<file path="src/rtl/stego_pkg.sv">
// Shared constants and FSM encoding for the stego frame builder and LSB embedder.
package stego_pkg;

   localparam int unsigned FRAME_SIZE_DEF = 8;
   localparam int unsigned BPS_DEF        = 16;
   localparam int unsigned FRAME_CNT_W    = 16;

   typedef enum logic [1:0] {
      StCollect = 2'd0,
      StWaitMsg = 2'd1,
      StPresent = 2'd2
   } state_e;

   // Sample counter width; a one-sample frame still needs a 1-bit counter.
   function automatic int unsigned cnt_width(input int unsigned frame_size);
      int unsigned w;
      w = $clog2(frame_size);
      return (w < 1) ? 1 : w;
   endfunction

endpackage

</file>
<file path="src/rtl/stego_frame_builder_if.sv">
// Sample stream, message port and assembled-frame output of the stego frame builder.
interface stego_frame_builder_if #(
   parameter int unsigned FRAME_SIZE = stego_pkg::FRAME_SIZE_DEF,
   parameter int unsigned BPS        = stego_pkg::BPS_DEF
) ();

   logic [BPS-1:0]            in_sample;
   logic                      in_valid;
   logic                      in_ready;
   logic [FRAME_SIZE-1:0]     in_msg;
   logic                      in_msg_valid;
   logic                      in_msg_ready;
   logic [FRAME_SIZE*BPS-1:0] out_frame;
   logic [FRAME_SIZE-1:0]     out_message;
   logic                      out_valid;
   logic                      out_ready;

   // Builder side.
   modport slave (
      input  in_sample, in_valid, in_msg, in_msg_valid, out_ready,
      output in_ready, in_msg_ready, out_frame, out_message, out_valid
   );

   // Producer/consumer side.
   modport master (
      output in_sample, in_valid, in_msg, in_msg_valid, out_ready,
      input  in_ready, in_msg_ready, out_frame, out_message, out_valid
   );

endinterface

</file>
<file path="src/rtl/stego_frame_builder.sv">
// Collects FRAME_SIZE samples plus one message word and presents them as a parallel frame.
// Optional frame counter output enabled by defining STEGO_FRAME_CNT_EN.
module stego_frame_builder
   import stego_pkg::*;
#(
   parameter int unsigned FRAME_SIZE = FRAME_SIZE_DEF,
   parameter int unsigned BPS        = BPS_DEF
) (
   input  logic                   clk,
   input  logic                   rst_n,
`ifdef STEGO_FRAME_CNT_EN
   stego_frame_builder_if.slave   bus,
   output logic [FRAME_CNT_W-1:0] frame_cnt
`else
   stego_frame_builder_if.slave   bus
`endif
);

   localparam int unsigned CntW = cnt_width(FRAME_SIZE);
   localparam logic [CntW-1:0] LastIdx = CntW'(FRAME_SIZE - 1);

   state_e                    state_q, state_d;
   logic [CntW-1:0]           cnt_q, cnt_d;
   logic                      msg_full_q, msg_full_d;
   logic [FRAME_SIZE*BPS-1:0] frame_q, frame_d;
   logic [FRAME_SIZE-1:0]     message_q, message_d;

   logic in_ready, msg_ready, out_valid;
   logic sample_acc, msg_acc, out_acc;

   // Ready signals depend only on state, never on the same port's valid.
   always_comb begin
      in_ready   = (state_q == StCollect);
      msg_ready  = !msg_full_q;
      out_valid  = (state_q == StPresent);
      sample_acc = bus.in_valid && in_ready;
      msg_acc    = bus.in_msg_valid && msg_ready;
      out_acc    = out_valid && bus.out_ready;
   end

   always_comb begin
      state_d    = state_q;
      cnt_d      = cnt_q;
      msg_full_d = msg_full_q;
      frame_d    = frame_q;
      message_d  = message_q;

      if (msg_acc) begin
         message_d  = bus.in_msg;
         msg_full_d = 1'b1;
      end

      case (state_q)
         StCollect: begin
            if (sample_acc) begin
               frame_d[cnt_q*BPS +: BPS] = bus.in_sample;
               if (cnt_q == LastIdx) begin
                  cnt_d   = '0;
                  state_d = (msg_full_q || msg_acc) ? StPresent : StWaitMsg;
               end else begin
                  cnt_d = cnt_q + 1'b1;
               end
            end
         end
         StWaitMsg: begin
            if (msg_acc) begin
               state_d = StPresent;
            end
         end
         StPresent: begin
            // The frame is left in place and overwritten by the next collection.
            if (out_acc) begin
               state_d    = StCollect;
               msg_full_d = 1'b0;
            end
         end
         default: begin
            state_d = StCollect;
         end
      endcase
   end

   always_ff @(posedge clk or negedge rst_n) begin
      if (!rst_n) begin
         state_q    <= StCollect;
         cnt_q      <= '0;
         msg_full_q <= 1'b0;
         frame_q    <= '0;
         message_q  <= '0;
      end else begin
         state_q    <= state_d;
         cnt_q      <= cnt_d;
         msg_full_q <= msg_full_d;
         frame_q    <= frame_d;
         message_q  <= message_d;
      end
   end

   assign bus.in_ready     = in_ready;
   assign bus.in_msg_ready = msg_ready;
   assign bus.out_valid    = out_valid;
   assign bus.out_frame    = frame_q;
   assign bus.out_message  = message_q;

`ifdef STEGO_FRAME_CNT_EN
   logic [FRAME_CNT_W-1:0] frame_cnt_q;

   // Wraps naturally at 16'hFFFF.
   always_ff @(posedge clk or negedge rst_n) begin
      if (!rst_n) begin
         frame_cnt_q <= '0;
      end else if (out_acc) begin
         frame_cnt_q <= frame_cnt_q + 1'b1;
      end
   end

   assign frame_cnt = frame_cnt_q;
`endif

endmodule

</file>
<file path="src/flat_wrapper.sv">
// flat-port wrapper written by rule: the top's interface ports become plain ports
module stego_frame_builder_flat import stego_pkg::*;
#(
   parameter int unsigned FRAME_SIZE = FRAME_SIZE_DEF,
   parameter int unsigned BPS        = BPS_DEF
)
  (clk, rst_n, bus_in_sample, bus_in_valid, bus_in_msg, bus_in_msg_valid, bus_out_ready, bus_in_ready, bus_in_msg_ready, bus_out_frame, bus_out_message, bus_out_valid);
  stego_frame_builder_if #(.FRAME_SIZE(FRAME_SIZE), .BPS(BPS)) bus_i ();
  input  logic clk;
  input  logic rst_n;
  input wire logic [$bits(bus_i.in_sample)-1:0] bus_in_sample;
  input wire logic [$bits(bus_i.in_valid)-1:0] bus_in_valid;
  input wire logic [$bits(bus_i.in_msg)-1:0] bus_in_msg;
  input wire logic [$bits(bus_i.in_msg_valid)-1:0] bus_in_msg_valid;
  input wire logic [$bits(bus_i.out_ready)-1:0] bus_out_ready;
  output wire logic [$bits(bus_i.in_ready)-1:0] bus_in_ready;
  output wire logic [$bits(bus_i.in_msg_ready)-1:0] bus_in_msg_ready;
  output wire logic [$bits(bus_i.out_frame)-1:0] bus_out_frame;
  output wire logic [$bits(bus_i.out_message)-1:0] bus_out_message;
  output wire logic [$bits(bus_i.out_valid)-1:0] bus_out_valid;
  assign bus_i.in_sample = bus_in_sample;
  assign bus_i.in_valid = bus_in_valid;
  assign bus_i.in_msg = bus_in_msg;
  assign bus_i.in_msg_valid = bus_in_msg_valid;
  assign bus_i.out_ready = bus_out_ready;
  assign bus_in_ready = bus_i.in_ready;
  assign bus_in_msg_ready = bus_i.in_msg_ready;
  assign bus_out_frame = bus_i.out_frame;
  assign bus_out_message = bus_i.out_message;
  assign bus_out_valid = bus_i.out_valid;
  stego_frame_builder #(.FRAME_SIZE(FRAME_SIZE), .BPS(BPS)) u_core (.clk(clk), .rst_n(rst_n), .bus(bus_i));
endmodule
</file>
<file path="config.mk">
export PLATFORM = sky130hd
export DESIGN_NAME = stego_frame_builder_flat
export DESIGN_NICKNAME = d
export VERILOG_FILES = /design/src/rtl/stego_pkg.sv /design/src/rtl/stego_frame_builder_if.sv /design/src/rtl/stego_frame_builder.sv /design/src/flat_wrapper.sv
export SDC_FILE = /design/constraint.sdc
export NUM_CORES = 1
export LEC_CHECK = 0
export CORE_ASPECT_RATIO = 0.9
export CORE_MARGIN = 1.5
export CORE_UTILIZATION = 35
export CTS_BUF_LIST = sky130_fd_sc_hd__clkbuf_2 sky130_fd_sc_hd__clkbuf_4 sky130_fd_sc_hd__clkbuf_8
export CTS_CLUSTER_SIZE = 20
export DETAILED_ROUTE_END_ITERATION = 8
export SLEW_MARGIN = 30
export SYNTH_ARGS = -nofsm -noshare
export SYNTH_HDL_FRONTEND = slang
export SYNTH_SLANG_ARGS = --single-unit
</file>
<file path="constraint.sdc">
create_clock -name clk -period 7.6 [get_ports clk]
set_input_delay 0.76 -clock clk [delete_from_list [all_inputs] [get_ports clk]]
set_output_delay 0.76 -clock clk [all_outputs]
set_load 0.01 [all_outputs]
</file>
==> results.json <==
{
  "setup-violations-final": 0,
  "worstSkewPairLatency_ns": 0.44,
  "fp.dieH_um": 128,
  "finClkSkew_ns": 0.00923,
  "cp_max_fo": 22,
  "die-area_um2": 18300,
  "tns_ns": 0,
  "min_period_over_period_pct": 45.6,
  "final_area_um2": 8500,
  "critPathKind": "reg2reg",
  "hp-class": "in2async",
  "rsz0062_at_grt": "no",
  "r2r_cells": 7,
  "fp.dieW_um": 142,
  "crit_family": "adder cells",
  "coreArea_um2": 17000,
  "synthesis.nets": 496,
  "period_minus_slack_ns": 3.46,
  "slew_viol_final": 0,
  "finalNetCount": 666,
  "grt_pass1_wl_mm": 25.1,
  "io_pins": 168,
  "seq_area_um2": 3550,
  "crit_buf_inv": 2,
  "synth_seq_cells": 142,
  "cts_tree": "built",
  "cts_root_buf": "clkbuf_8",
  "crit_top_cell": "ha_1",
  "pwr-share-seq_pct": 35.4,
  "routed_wl_mm": 16.1,
  "h-tree-depth": 4,
  "cts_num_sinks": 142,
  "start_util_pct": 36.0,
  "crit_required_ns": 7.92,
  "drv_cap": 0,
  "hold_viol": 0,
  "vias": 4068,
  "place_area_um2": 8030,
  "synth_edf_count": 0,
  "antenna_cells": 0,
  "yosys-top-cells-count": "142 x dfrtp_1, 103 x mux2_2, 36 x inv_1",
  "overflow": 0,
  "p_sw_share_pct": 33.6,
  "yosysTopAreaCellShare_pct": 58.1,
  "crit_slowest_cell": "ha_1",
  "synth_ff_type": "dfrtp_1",
  "avgSynthCellArea_um2": 13.3,
  "grt_max_degree": 90,
  "drtIter0Drc": 189,
  "r2r_end": "u_core.bus.out_frame[30]",
  "p_leak_nw": 3.88,
  "cts.hold.buffers_added": 0,
  "relSlewSlack_pct": 44.5,
  "syn_area_um2": 6120,
  "row_count": 45,
  "clkPwrFrac_pct": 19.8,
  "gp_congestion": 0.817,
  "worst_pin_slew_ns": 0.831,
  "setup_ws_ns": 4.14,
  "fill_cells": 1522,
  "worstPathCellList": "inv_1, ha_1, ha_1, o31a_1, nand4_1, buf_6, mux2_2",
  "cp_data_arrival_time_ns": 3.78,
  "max_freq_ghz": 0.289,
  "post_cts_buffers": 0,
  "yosys.area.top_type": "dfrtp_1",
  "yosysSeqAreaShare_pct": 58.1,
  "power_frac_comb_pct": 44.8,
  "switching_power_mw": 1.18,
  "outcome": "finished, final reports clean",
  "synthCells": 460,
  "start_kind": "flop",
  "cts_resized": 0,
  "worst-r2r-setup-slack_ns": 4.14,
  "total_power_mw": 3.52,
  "wl_per_cell_um": 18.4,
  "multiInputGateArea_um2": 2340,
  "clk_pin_slew_ns": 0.07,
  "worst_ir_drop_vdd_mv": 0.195,
  "p_int_mw": 2.34,
  "pre_cts_ws_ns": 3.85,
  "area_growth_syn_to_layout_pct": 39.0,
  "power_density_nw_per_um2": 414,
  "io_buffers": 167,
  "synth_area_leaders": "dfrtp_1 58%, mux2_2 19%, mux2i_1 5.4%, and2_1 2.7%, and3_1 2.2%",
  "synth.most_common_cell": "dfrtp_1",
  "critical_path.max_stage_delay_ns": 0.74,
  "drt.antenna.violating_nets": 0,
  "drive_gt1_share_pct": 24.1,
  "grt_pass1_vias": 4376,
  "grt_usage_pct": 18.3,
  "synth_warnings": 0,
  "drc": 0,
  "reg2reg_from": "u_core.cnt_q[0]",
  "max-clock-path-buffers": 2,
  "async_flop_share_pct": 100,
  "dpl.hpwl_mm": 11.3,
  "antenna_found_initial": 0,
  "endpoint_kind": "flop",
  "synth_cell_types": 35,
  "cts_buffers": 17,
  "via_per_inst": 4.63,
  "dr.pass1.iters": 4
}
-- kinds of logic (layout without fill, tap and decap cells) --
logic type,count (synthesis),in the layout,share of synthesized area [%]
buffers and inverters,58,241,4.21
DFF,142,142,58.1
and+or+nand+nor,107,107,10.8
muxes,137,137,24.5
adders and majority gates,7,7,1.43
AOI/OAI and AO/OA,9,9,0.900
-- layout by cell type (no fill, tap or decap), types with 3 or more instances in the layout --
cell / instances
clkinv_2: 5
nand2_1: 34
ha_1: 7
bufinv_16: 5
and2_1: 26
mux2_2: 103
nor2_1: 3
buf_6: 3
and3_1: 22
buf_4: 4
nand3_2: 3
mux2i_1: 33
clkbuf_8: 19
o21ai_0: 4
dfrtp_1: 142
clkdlybuf4s50_1: 166
inv_1: 36
-- flip-flops by register name, summed over array words and instances (netlist names) --
name                    flops
u_core.bus.out_frame      128
u_core.bus.out_message      8
u_core.cnt_q                3
u_core.msg_full_q           1
u_core.state_q              2
-- power by group through the flow --
stage | combinational (mW) | sequential (mW) | clock [mW]
3_3_place_gp | 1.54 | 1.25 | 0
2_1_floorplan | 0.635 | 1.36 | 0
3_5_place_dp | 1.59 | 1.26 | 0
5_1_grt | 1.71 | 1.29 | 0.746
6_report | 1.58 | 1.25 | 0.696
4_1_cts | 1.60 | 1.25 | 0.717
-- stage by stage --
step,utilization [%],instances,hold slack [ns]
finish,50.0,878,0.265
CTS,49.9,877,0.267
global placement,47.1,844,0.490
global route,50.0,878,0.286
floorplan,-,460,0.464
detailed placement,47.2,845,0.492
-- worst max-delay path by stage --
| stage | from | endpoint | slack (ns) | depth (start not counted) |
|---|---|---|---|---|
| 2_1_floorplan | u_core.cnt_q[0] | u_core.bus.out_frame[80] | 4.87 | 8 |
| 3_3_place_gp | u_core.cnt_q[0] | u_core.bus.out_frame[24] | 4.04 | 6 |
| 3_5_place_dp | u_core.cnt_q[0] | u_core.bus.out_frame[16] | 3.85 | 6 |
| 4_1_cts | u_core.cnt_q[0] | u_core.bus.out_frame[30] | 3.81 | 6 |
| 5_1_grt | u_core.cnt_q[0] | u_core.bus.out_frame[30] | 3.89 | 7 |
| 6_report | u_core.cnt_q[0] | u_core.bus.out_frame[30] | 4.14 | 7 |
-- cell type report --
type / count / area share [%]
sequential: 142 / 41.8
multi-input combinational: 260 / 27.5
timing repair buffer: 173 / 20.3
tap: 235 / 3.46
clock buffer: 20 / 3.16
clock inverter: 12 / 2.24
inverter: 36 / 1.59
-- worst reg2reg max path, cell delays in order (launching register included) --
cell and delay, ns:
dfrtp_1 0.72, inv_1 0.19, ha_1 0.27, ha_1 0.74
o31a_1 0.36, nand4_1 0.46, buf_6 0.33, mux2_2 0.28
-- layer usage --
layer,track usage (%),up-vias,share of wire (%)
met5,0,-,0
li1,-,1897,-
met3,4.47,13,5.1
met1,24.1,2063,45
met4,5.82,0,1.1
met2,30.1,95,48
Note: power is estimated with default switching activity, not from simulation.
